File: src/rtl/csr_hpm_counters.sv
`default_nettype none
// ============================================================================
//  Module   : csr_hpm_counters (with package csr_hpm_pkg)
//  Purpose  : Machine/supervisor hardware performance counters: mcycle,
//             minstret, mhpmcounter3.., mhpmevent3.., mcountinhibit,
//             mcounteren, scounteren plus the user-level read-only shadows.
//  Ports    : clock, reset_n       - clock, asynchronous active-low reset
//             csr_op/csr_addr/
//             wr_data/privilege_mode - CSR access request
//             instret, events      - counting sources
//             rd_data, hit, illegal - combinational access response
//             overflow             - one-cycle wrap pulse per counter
//                                    (bit0 cycle, bit1 instret, bit2+i hpm 3+i)
//  Revision : 1.0 - initial release
// ============================================================================

package csr_hpm_pkg;
    typedef enum logic [2:0] {
        CsrNoOp = 3'd0,
        CsrRW   = 3'd1,
        CsrRS   = 3'd2,
        CsrRC   = 3'd3,
        CsrMret = 3'd4,
        CsrSret = 3'd5
    } csr_op_t;

    typedef enum logic [1:0] {
        PrivUser       = 2'd0,
        PrivSupervisor = 2'd1,
        PrivMachine    = 2'd3
    } privilege_mode_t;
endpackage

module csr_hpm_counters
    import csr_hpm_pkg::*;
#(
    parameter int DATA_SIZE  = 64,
    parameter int NUM_HPM    = 4,
    parameter int HPM_WIDTH  = 40,
    parameter int NUM_EVENTS = 8
) (
    input  logic                  clock,
    input  logic                  reset_n,
    input  csr_op_t               csr_op,
    input  logic [11:0]           csr_addr,
    input  logic [DATA_SIZE-1:0]  wr_data,
    input  privilege_mode_t       privilege_mode,
    input  logic                  instret,
    input  logic [NUM_EVENTS-1:0] events,
    output logic [DATA_SIZE-1:0]  rd_data,
    output logic                  hit,
    output logic                  illegal,
    output logic [NUM_HPM+1:0]    overflow
);

    localparam int          EV_W     = $clog2(NUM_EVENTS + 1);
    localparam int          EVV_W    = 1 << EV_W;
    localparam int          HPM_N    = (NUM_HPM > 0) ? NUM_HPM : 1;
    localparam bit          HIGH_OK  = (DATA_SIZE == 32);
    localparam logic [31:0] HPM_MASK = 32'(((64'd1 << NUM_HPM) - 64'd1) << 3);
    // mcountinhibit[1] (time) is hardwired to zero.
    localparam logic [31:0] INH_MASK = HPM_MASK | 32'h0000_0005;
    localparam logic [31:0] EN_MASK  = HPM_MASK | 32'h0000_0007;

    // ------------------------------------------------------------------
    // State
    // ------------------------------------------------------------------
    logic [63:0]           mcycle_q, mcycle_d;
    logic [63:0]           minstret_q, minstret_d;
    logic [HPM_WIDTH-1:0]  hpm_q [HPM_N];
    logic [HPM_WIDTH-1:0]  hpm_d [HPM_N];
    logic [EV_W-1:0]       event_q [HPM_N];
    logic [EV_W-1:0]       event_d [HPM_N];
    logic [31:0]           inhibit_q, inhibit_d;
    logic [31:0]           mcounteren_q, mcounteren_d;
    logic [31:0]           scounteren_q, scounteren_d;
    logic [NUM_HPM+1:0]    overflow_q, overflow_d;

    // ------------------------------------------------------------------
    // Address decode
    // ------------------------------------------------------------------
    logic [6:0] addr_grp;
    logic [4:0] idx;
    logic       hpm_idx_ok, cnt_idx_ok;
    logic       sel_mcnt_lo, sel_mcnt_hi, sel_scnt_lo, sel_scnt_hi;
    logic       sel_inhibit, sel_event, sel_mcen, sel_scen;
    logic       sel_cnt, sel_high, sel_shadow;

    assign addr_grp    = csr_addr[11:5];
    assign idx         = csr_addr[4:0];
    assign hpm_idx_ok  = (int'(idx) >= 3) && (int'(idx) < 3 + NUM_HPM);
    assign cnt_idx_ok  = (idx == 5'd0) || (idx == 5'd2) || hpm_idx_ok;

    assign sel_mcnt_lo = (addr_grp == 7'b1011_000) && cnt_idx_ok;
    assign sel_mcnt_hi = HIGH_OK && (addr_grp == 7'b1011_100) && cnt_idx_ok;
    assign sel_scnt_lo = (addr_grp == 7'b1100_000) && cnt_idx_ok;
    assign sel_scnt_hi = HIGH_OK && (addr_grp == 7'b1100_100) && cnt_idx_ok;
    assign sel_inhibit = (csr_addr == 12'h320);
    assign sel_event   = (addr_grp == 7'b0011_001) && hpm_idx_ok;
    assign sel_mcen    = (csr_addr == 12'h306);
    assign sel_scen    = (csr_addr == 12'h106);

    assign sel_cnt     = sel_mcnt_lo | sel_mcnt_hi | sel_scnt_lo | sel_scnt_hi;
    assign sel_high    = sel_mcnt_hi | sel_scnt_hi;
    assign sel_shadow  = sel_scnt_lo | sel_scnt_hi;
    assign hit         = sel_cnt | sel_inhibit | sel_event | sel_mcen | sel_scen;

    // ------------------------------------------------------------------
    // Read path
    // ------------------------------------------------------------------
    logic [63:0]          cnt_val;
    logic [EV_W-1:0]      ev_val;
    logic [DATA_SIZE-1:0] rd_val;

    always_comb begin
        cnt_val = 64'd0;
        ev_val  = '0;
        if (idx == 5'd0) begin
            cnt_val = mcycle_q;
        end else if (idx == 5'd2) begin
            cnt_val = minstret_q;
        end
        for (int i = 0; i < NUM_HPM; i++) begin
            if (int'(idx) == 3 + i) begin
                cnt_val = 64'(hpm_q[i]);
                ev_val  = event_q[i];
            end
        end
    end

    always_comb begin
        rd_val = '0;
        if (sel_cnt) begin
            rd_val = DATA_SIZE'(sel_high ? {32'd0, cnt_val[63:32]} : cnt_val);
        end else if (sel_inhibit) begin
            rd_val = DATA_SIZE'(inhibit_q);
        end else if (sel_event) begin
            rd_val = DATA_SIZE'(ev_val);
        end else if (sel_mcen) begin
            rd_val = DATA_SIZE'(mcounteren_q);
        end else if (sel_scen) begin
            rd_val = DATA_SIZE'(scounteren_q);
        end
    end

    assign rd_data = rd_val;

    // ------------------------------------------------------------------
    // Access checking and write value
    // ------------------------------------------------------------------
    logic                 op_active, wr_eff, fault, wen;
    logic [DATA_SIZE-1:0] wval;
    logic [63:0]          wval64, new64;

    assign op_active = (csr_op == CsrRW) || (csr_op == CsrRS) || (csr_op == CsrRC);
    // Set/clear with a zero operand is a pure read.
    assign wr_eff    = (csr_op == CsrRW) ||
                       (((csr_op == CsrRS) || (csr_op == CsrRC)) && (|wr_data));

    always_comb begin
        case (csr_op)
            CsrRS:   wval = rd_val | wr_data;
            CsrRC:   wval = rd_val & ~wr_data;
            default: wval = wr_data;
        endcase
    end

    always_comb begin
        fault = 1'b0;
        // Address bits [9:8] encode the lowest privilege allowed.
        if ((csr_addr[9:8] == 2'b11) && (privilege_mode != PrivMachine)) begin
            fault = 1'b1;
        end
        if (sel_scen && (privilege_mode == PrivUser)) begin
            fault = 1'b1;
        end
        if (sel_shadow) begin
            if (wr_eff) begin
                fault = 1'b1;
            end
            if ((privilege_mode == PrivSupervisor) && !mcounteren_q[idx]) begin
                fault = 1'b1;
            end
            if ((privilege_mode == PrivUser) &&
                !(mcounteren_q[idx] && scounteren_q[idx])) begin
                fault = 1'b1;
            end
        end
    end

    assign illegal = hit && op_active && fault;
    assign wen     = hit && wr_eff && !illegal;

    // In 32-bit mode a half write keeps the other half of the counter.
    assign wval64 = 64'(wval);
    assign new64  = HIGH_OK ? (sel_high ? {wval64[31:0], cnt_val[31:0]}
                                        : {cnt_val[63:32], wval64[31:0]})
                            : wval64;

    // ------------------------------------------------------------------
    // Next state: CSR writes take priority over counting
    // ------------------------------------------------------------------
    logic [EVV_W-1:0] ev_vec;

    // Selector value 0 maps to a constant-zero slot; unused codes read zero.
    assign ev_vec = EVV_W'({events, 1'b0});

    always_comb begin
        mcycle_d     = mcycle_q;
        minstret_d   = minstret_q;
        hpm_d        = hpm_q;
        event_d      = event_q;
        inhibit_d    = inhibit_q;
        mcounteren_d = mcounteren_q;
        scounteren_d = scounteren_q;
        overflow_d   = '0;

        if (wen && sel_cnt && (idx == 5'd0)) begin
            mcycle_d = new64;
        end else if (!inhibit_q[0]) begin
            mcycle_d      = mcycle_q + 64'd1;
            overflow_d[0] = &mcycle_q;
        end

        if (wen && sel_cnt && (idx == 5'd2)) begin
            minstret_d = new64;
        end else if (instret && !inhibit_q[2]) begin
            minstret_d    = minstret_q + 64'd1;
            overflow_d[1] = &minstret_q;
        end

        for (int i = 0; i < NUM_HPM; i++) begin
            if (wen && sel_cnt && (int'(idx) == 3 + i)) begin
                hpm_d[i] = HPM_WIDTH'(new64);
            end else if (ev_vec[event_q[i]] && !inhibit_q[3 + i]) begin
                hpm_d[i]          = hpm_q[i] + HPM_WIDTH'(1);
                overflow_d[2 + i] = &hpm_q[i];
            end
            if (wen && sel_event && (int'(idx) == 3 + i)) begin
                event_d[i] = (wval64 > 64'(NUM_EVENTS)) ? '0 : EV_W'(wval64);
            end
        end

        if (wen && sel_inhibit) begin
            inhibit_d = wval64[31:0] & INH_MASK;
        end
        if (wen && sel_mcen) begin
            mcounteren_d = wval64[31:0] & EN_MASK;
        end
        if (wen && sel_scen) begin
            scounteren_d = wval64[31:0] & EN_MASK;
        end
    end

    always_ff @(posedge clock or negedge reset_n) begin
        if (!reset_n) begin
            mcycle_q     <= 64'd0;
            minstret_q   <= 64'd0;
            for (int i = 0; i < HPM_N; i++) begin
                hpm_q[i]   <= '0;
                event_q[i] <= '0;
            end
            inhibit_q    <= 32'd0;
            mcounteren_q <= 32'd0;
            scounteren_q <= 32'd0;
            overflow_q   <= '0;
        end else begin
            mcycle_q     <= mcycle_d;
            minstret_q   <= minstret_d;
            hpm_q        <= hpm_d;
            event_q      <= event_d;
            inhibit_q    <= inhibit_d;
            mcounteren_q <= mcounteren_d;
            scounteren_q <= scounteren_d;
            overflow_q   <= overflow_d;
        end
    end

    assign overflow = overflow_q;

endmodule
`default_nettype wire

File: config.mk
export PLATFORM = sky130hd
export DESIGN_NAME = csr_hpm_counters
export DESIGN_NICKNAME = d
export VERILOG_FILES = /design/src/rtl/csr_hpm_counters.sv
export SDC_FILE = /design/constraint.sdc
export NUM_CORES = 1
export LEC_CHECK = 0
export CAP_MARGIN = 20
export CORE_MARGIN = 4
export CORE_UTILIZATION = 40
export CTS_CLUSTER_DIAMETER = 40
export DETAILED_ROUTE_END_ITERATION = 12
export GPL_TIMING_DRIVEN = 0
export PLACE_DENSITY = 0.63
export SETUP_SLACK_MARGIN = 0.05
export SLEW_MARGIN = 20
export SYNTH_ARGS = -nofsm -noshare
export SYNTH_HDL_FRONTEND = slang
export SYNTH_SLANG_ARGS = --single-unit
File: constraint.sdc
create_clock -name clock -period 6.1 [get_ports clock]
set_input_delay 0.915 -clock clock [delete_from_list [all_inputs] [get_ports clock]]
set_output_delay 0.915 -clock clock [all_outputs]
set_load 0.02 [all_outputs]
==> flow_summary.json, run 1 <==
{
  "synth_fa_ha_area_share_pct": 0.328,
  "ys_ff_latch": 330,
  "antenna_found_initial": 2,
  "start_util_pct": 40.5,
  "drc": 0,
  "cts.reportedPaths.clkPinSlew_ns": 0.05,
  "hold_viol": 0,
  "via_per_inst": 6.29,
  "regArea_um2": 8260,
  "synth_edf_count": 0,
  "netlist-cell-type-count": 86,
  "dr.pass1.iters": 9,
  "wl_per_cell_um": 27.1,
  "power_leakage_uw": 0.0108,
  "setup.worst_path.class": "in2out",
  "clockBufferDepth": 3,
  "holdWs_ns": 0.138,
  "cts_root_buf": "clkbuf_16",
  "yosys-top-cells-count": "nand2_1, dfrtp_1, nor2_1",
  "yosys.area.top_type_share_pct": 36.1,
  "rsz0062_at_grt": "false",
  "end_kind": "output port",
  "peakVddDrop_mv": 0.199,
  "post_cts_buffers": 0,
  "dp_slack_ns": -0.0790,
  "drt_wl_total_mm": 105,
  "die_x_um": 247,
  "synth_top_family_by_area": "simple AND/OR/NAND/NOR gates",
  "max_freq_mhz": 165,
  "setup_ws_ns": 0.0246,
  "drv_slew": 0,
  "tightest_slew_ns": 1.18,
  "grt_pass1_vias": 23200,
  "period_minus_slack_ns": 6.08,
  "setup_tns_ns": 0,
  "cap_violations": 0,
  "clk_latency_ns": 0.61,
  "core_um2": 56500,
  "drive_gt1_share_pct": 8.62,
  "tritoncts": "yes",
  "required_ns": 5.18,
  "ios": 164,
  "synthesis.nets": 2914,
  "cp_max_fo": 10,
  "dp_hpwl_mm": 80.9,
  "synthCells": 2816,
  "ys_seq_area_share_pct": 36.1,
  "yosysTopAreaCell": "dfrtp_1",
  "grtUsageTotal_pct": 33.6,
  "synth_simple_gate_area_share_pct": 26.1,
  "muxShareOfSynthArea_pct": 5.28,
  "worstSetupStartpointType": "primary input",
  "timing.final.crit_share_pct": 99.6,
  "hp-class": "in2async",
  "num_rows": 87,
  "antennaDiodeCount": 0,
  "grt_start_max_net_pins": 95,
  "die_area_um2": 61100,
  "cts_sinks": 330,
  "worstReg2RegStart": "minstret_q[3]",
  "postRouteAntennaNets": 0,
  "arrival_ns": 5.16,
  "powerDensity_nw_per_um2": 265,
  "nFillCells": 5428,
  "setup_violations": 0,
  "skew_ns": 0.0313,
  "multi_input_area_um2": 13800,
  "syn_area_per_cell_um2": 8.12,
  "ys_async_sr_fraction_pct": 100,
  "synthesis.area_um2": 22900,
  "dp.cells": 3752,
  "synth-xor-area-share_pct": 10.8,
  "grt_pass1_wl_mm": 153,
  "initialDrtViolationCount": 3241,
  "cts_max_level": 3,
  "cts_made_buffers": 69,
  "status": "completed",
  "yosysMostFrequentCell": "nand2_1",
  "synth_compound_area_share_pct": 16.7,
  "yosys-top-cells-area": "dfrtp_1, nand2_1, xor2_1",
  "slew_headroom_pct": 20.5,
  "gp_congestion": 1.06,
  "fin_cells": 3876,
  "die_h_um": 247,
  "synth_ff_type": "dfrtp_1",
  "finalNetCount": 3165,
  "vias": 24400,
  "area_growth_pct": 23.6,
  "crit_path_start": "csr_addr[4]",
  "yosys_warnings": 0,
  "grt_overflow_total": 0,
  "numPortBuffers": 161
}
==> worst paths after layout <==
check	endpoint	slack, ns	cells after the start
min in group clock	event_q[13]	0.49	2
hold reg to reg	event_q[13]	0.49	2
hold / removal	event_q[2]	0.14	1
setup reg to reg	minstret_q[57]	1.76	8
setup / recovery	rd_data[35]	0.02	8
max in group asynchronous	hpm_q[37]	4.48	4
==> layout by cell type, fill, tap and decap left out, types with 19 or more instances in the layout <==
cell type / netlist / routed
clkbuf_1: 117 / 124
mux2_2: 19 / 19
nor2_1: 261 / 261
nand2b_1: 22 / 22
clkbuf_16: 0 / 71
clkdlybuf4s50_1: 0 / 160
buf_2: 31 / 34
o21ai_1: 41 / 45
nand4_1: 101 / 101
xor2_1: 150 / 150
o21ai_0: 251 / 246
o31ai_1: 46 / 29
nor3_1: 67 / 65
xnor2_1: 132 / 132
nand2_1: 422 / 422
nand3_1: 117 / 117
and3_1: 56 / 56
dfrtp_1: 330 / 330
o22ai_1: 28 / 28
mux2i_1: 83 / 83
a21oi_1: 117 / 117
nor4_1: 41 / 36
and4_1: 24 / 24
inv_1: 67 / 67
==> critical path, stage by stage <==
cell and delay, ns:
clkdlybuf4s50_1 0.52, nor2_1 0.66, o2111a_1 0.57, nand2_1 0.35
clkbuf_1 0.44, buf_1 0.43, nor3_1 0.55, clkdlybuf4s50_1 0.72
==> flip-flops by register name, summed over array words and instances (netlist names) <==
signal and count:
overflow 6, inhibit_q 6, mcounteren_q 7, hpm_q 160, mcycle_q 64, event_q 16
minstret_q 64, scounteren_q 7
==> power by group <==
| part | internal [µW] | leakage (µW) | total (µW) | switching [µW] |
|---|---|---|---|---|
| logic | 377 | 0.00543 | 1040 | 667 |
| clock network | 2600 | 0.00116 | 3940 | 1340 |
| registers | 2320 | 0.00419 | 2510 | 190 |
| total | 5300 | 0.0108 | 7490 | 2190 |
==> layer usage <==
metal / global-route usage (%) / wire length (µm) / up-vias
met3: 7.04 / 10500 / 324
met4: 17.2 / 6550 / 4
met1: 46.7 / 43400 / 12000
li1: - / - / 10600
met5: 0 / 27 / -
met2: 49.3 / 44500 / 1515
==> per-stage QoR <==
step                      util, %  total power (µW)  instance area, µm²
after CTS                    50.0              7490               28300
final                        50.0              7490               28300
after floorplan                 -              3060               22900
after global placement       45.0              3500               25400
after global routing         50.0              7720               28300
after detailed placement     45.7              3550               25800
==> layout make-up <==
cell class,count,share of cell area (%)
flip-flops and latches,330,29.2
plain buffers,176,2.91
clock inverters,33,1.55
repair buffers,180,6.49
well taps,756,3.35
inverters,67,0.890
clock buffers,91,6.94
multi-input cells,2243,48.7
==> what timing repair did <==
action	4_1_cts	5_1_grt
hold buffers	0	0
setup endpoints to repair	2	4
resized for setup	3	2
==> logic make-up (layout without fill, tap and decap cells) <==
kind of cell	Yosys count	after routing
AO/OA/AOI/OAI	626	626
XOR/XNOR	282	282
adder cells (fa/ha/maj)	6	6
buffers and inverters	243	547
flip-flops	330	330
multiplexers	110	110
AND/OR/NAND/NOR	1219	1219
Note: power is estimated with default switching activity, not from simulation.
==> run 2, diff against run 1 <==
--- a/config.mk
+++ b/config.mk
@@ -5,7 +5,6 @@
 export SDC_FILE = /design/constraint.sdc
 export NUM_CORES = 1
 export LEC_CHECK = 0
-export CAP_MARGIN = 20
 export CORE_MARGIN = 4
 export CORE_UTILIZATION = 40
 export CTS_CLUSTER_DIAMETER = 40
==> results of run 2 <==
No change in the layout: final DEF, timing and power equal those of run 1.
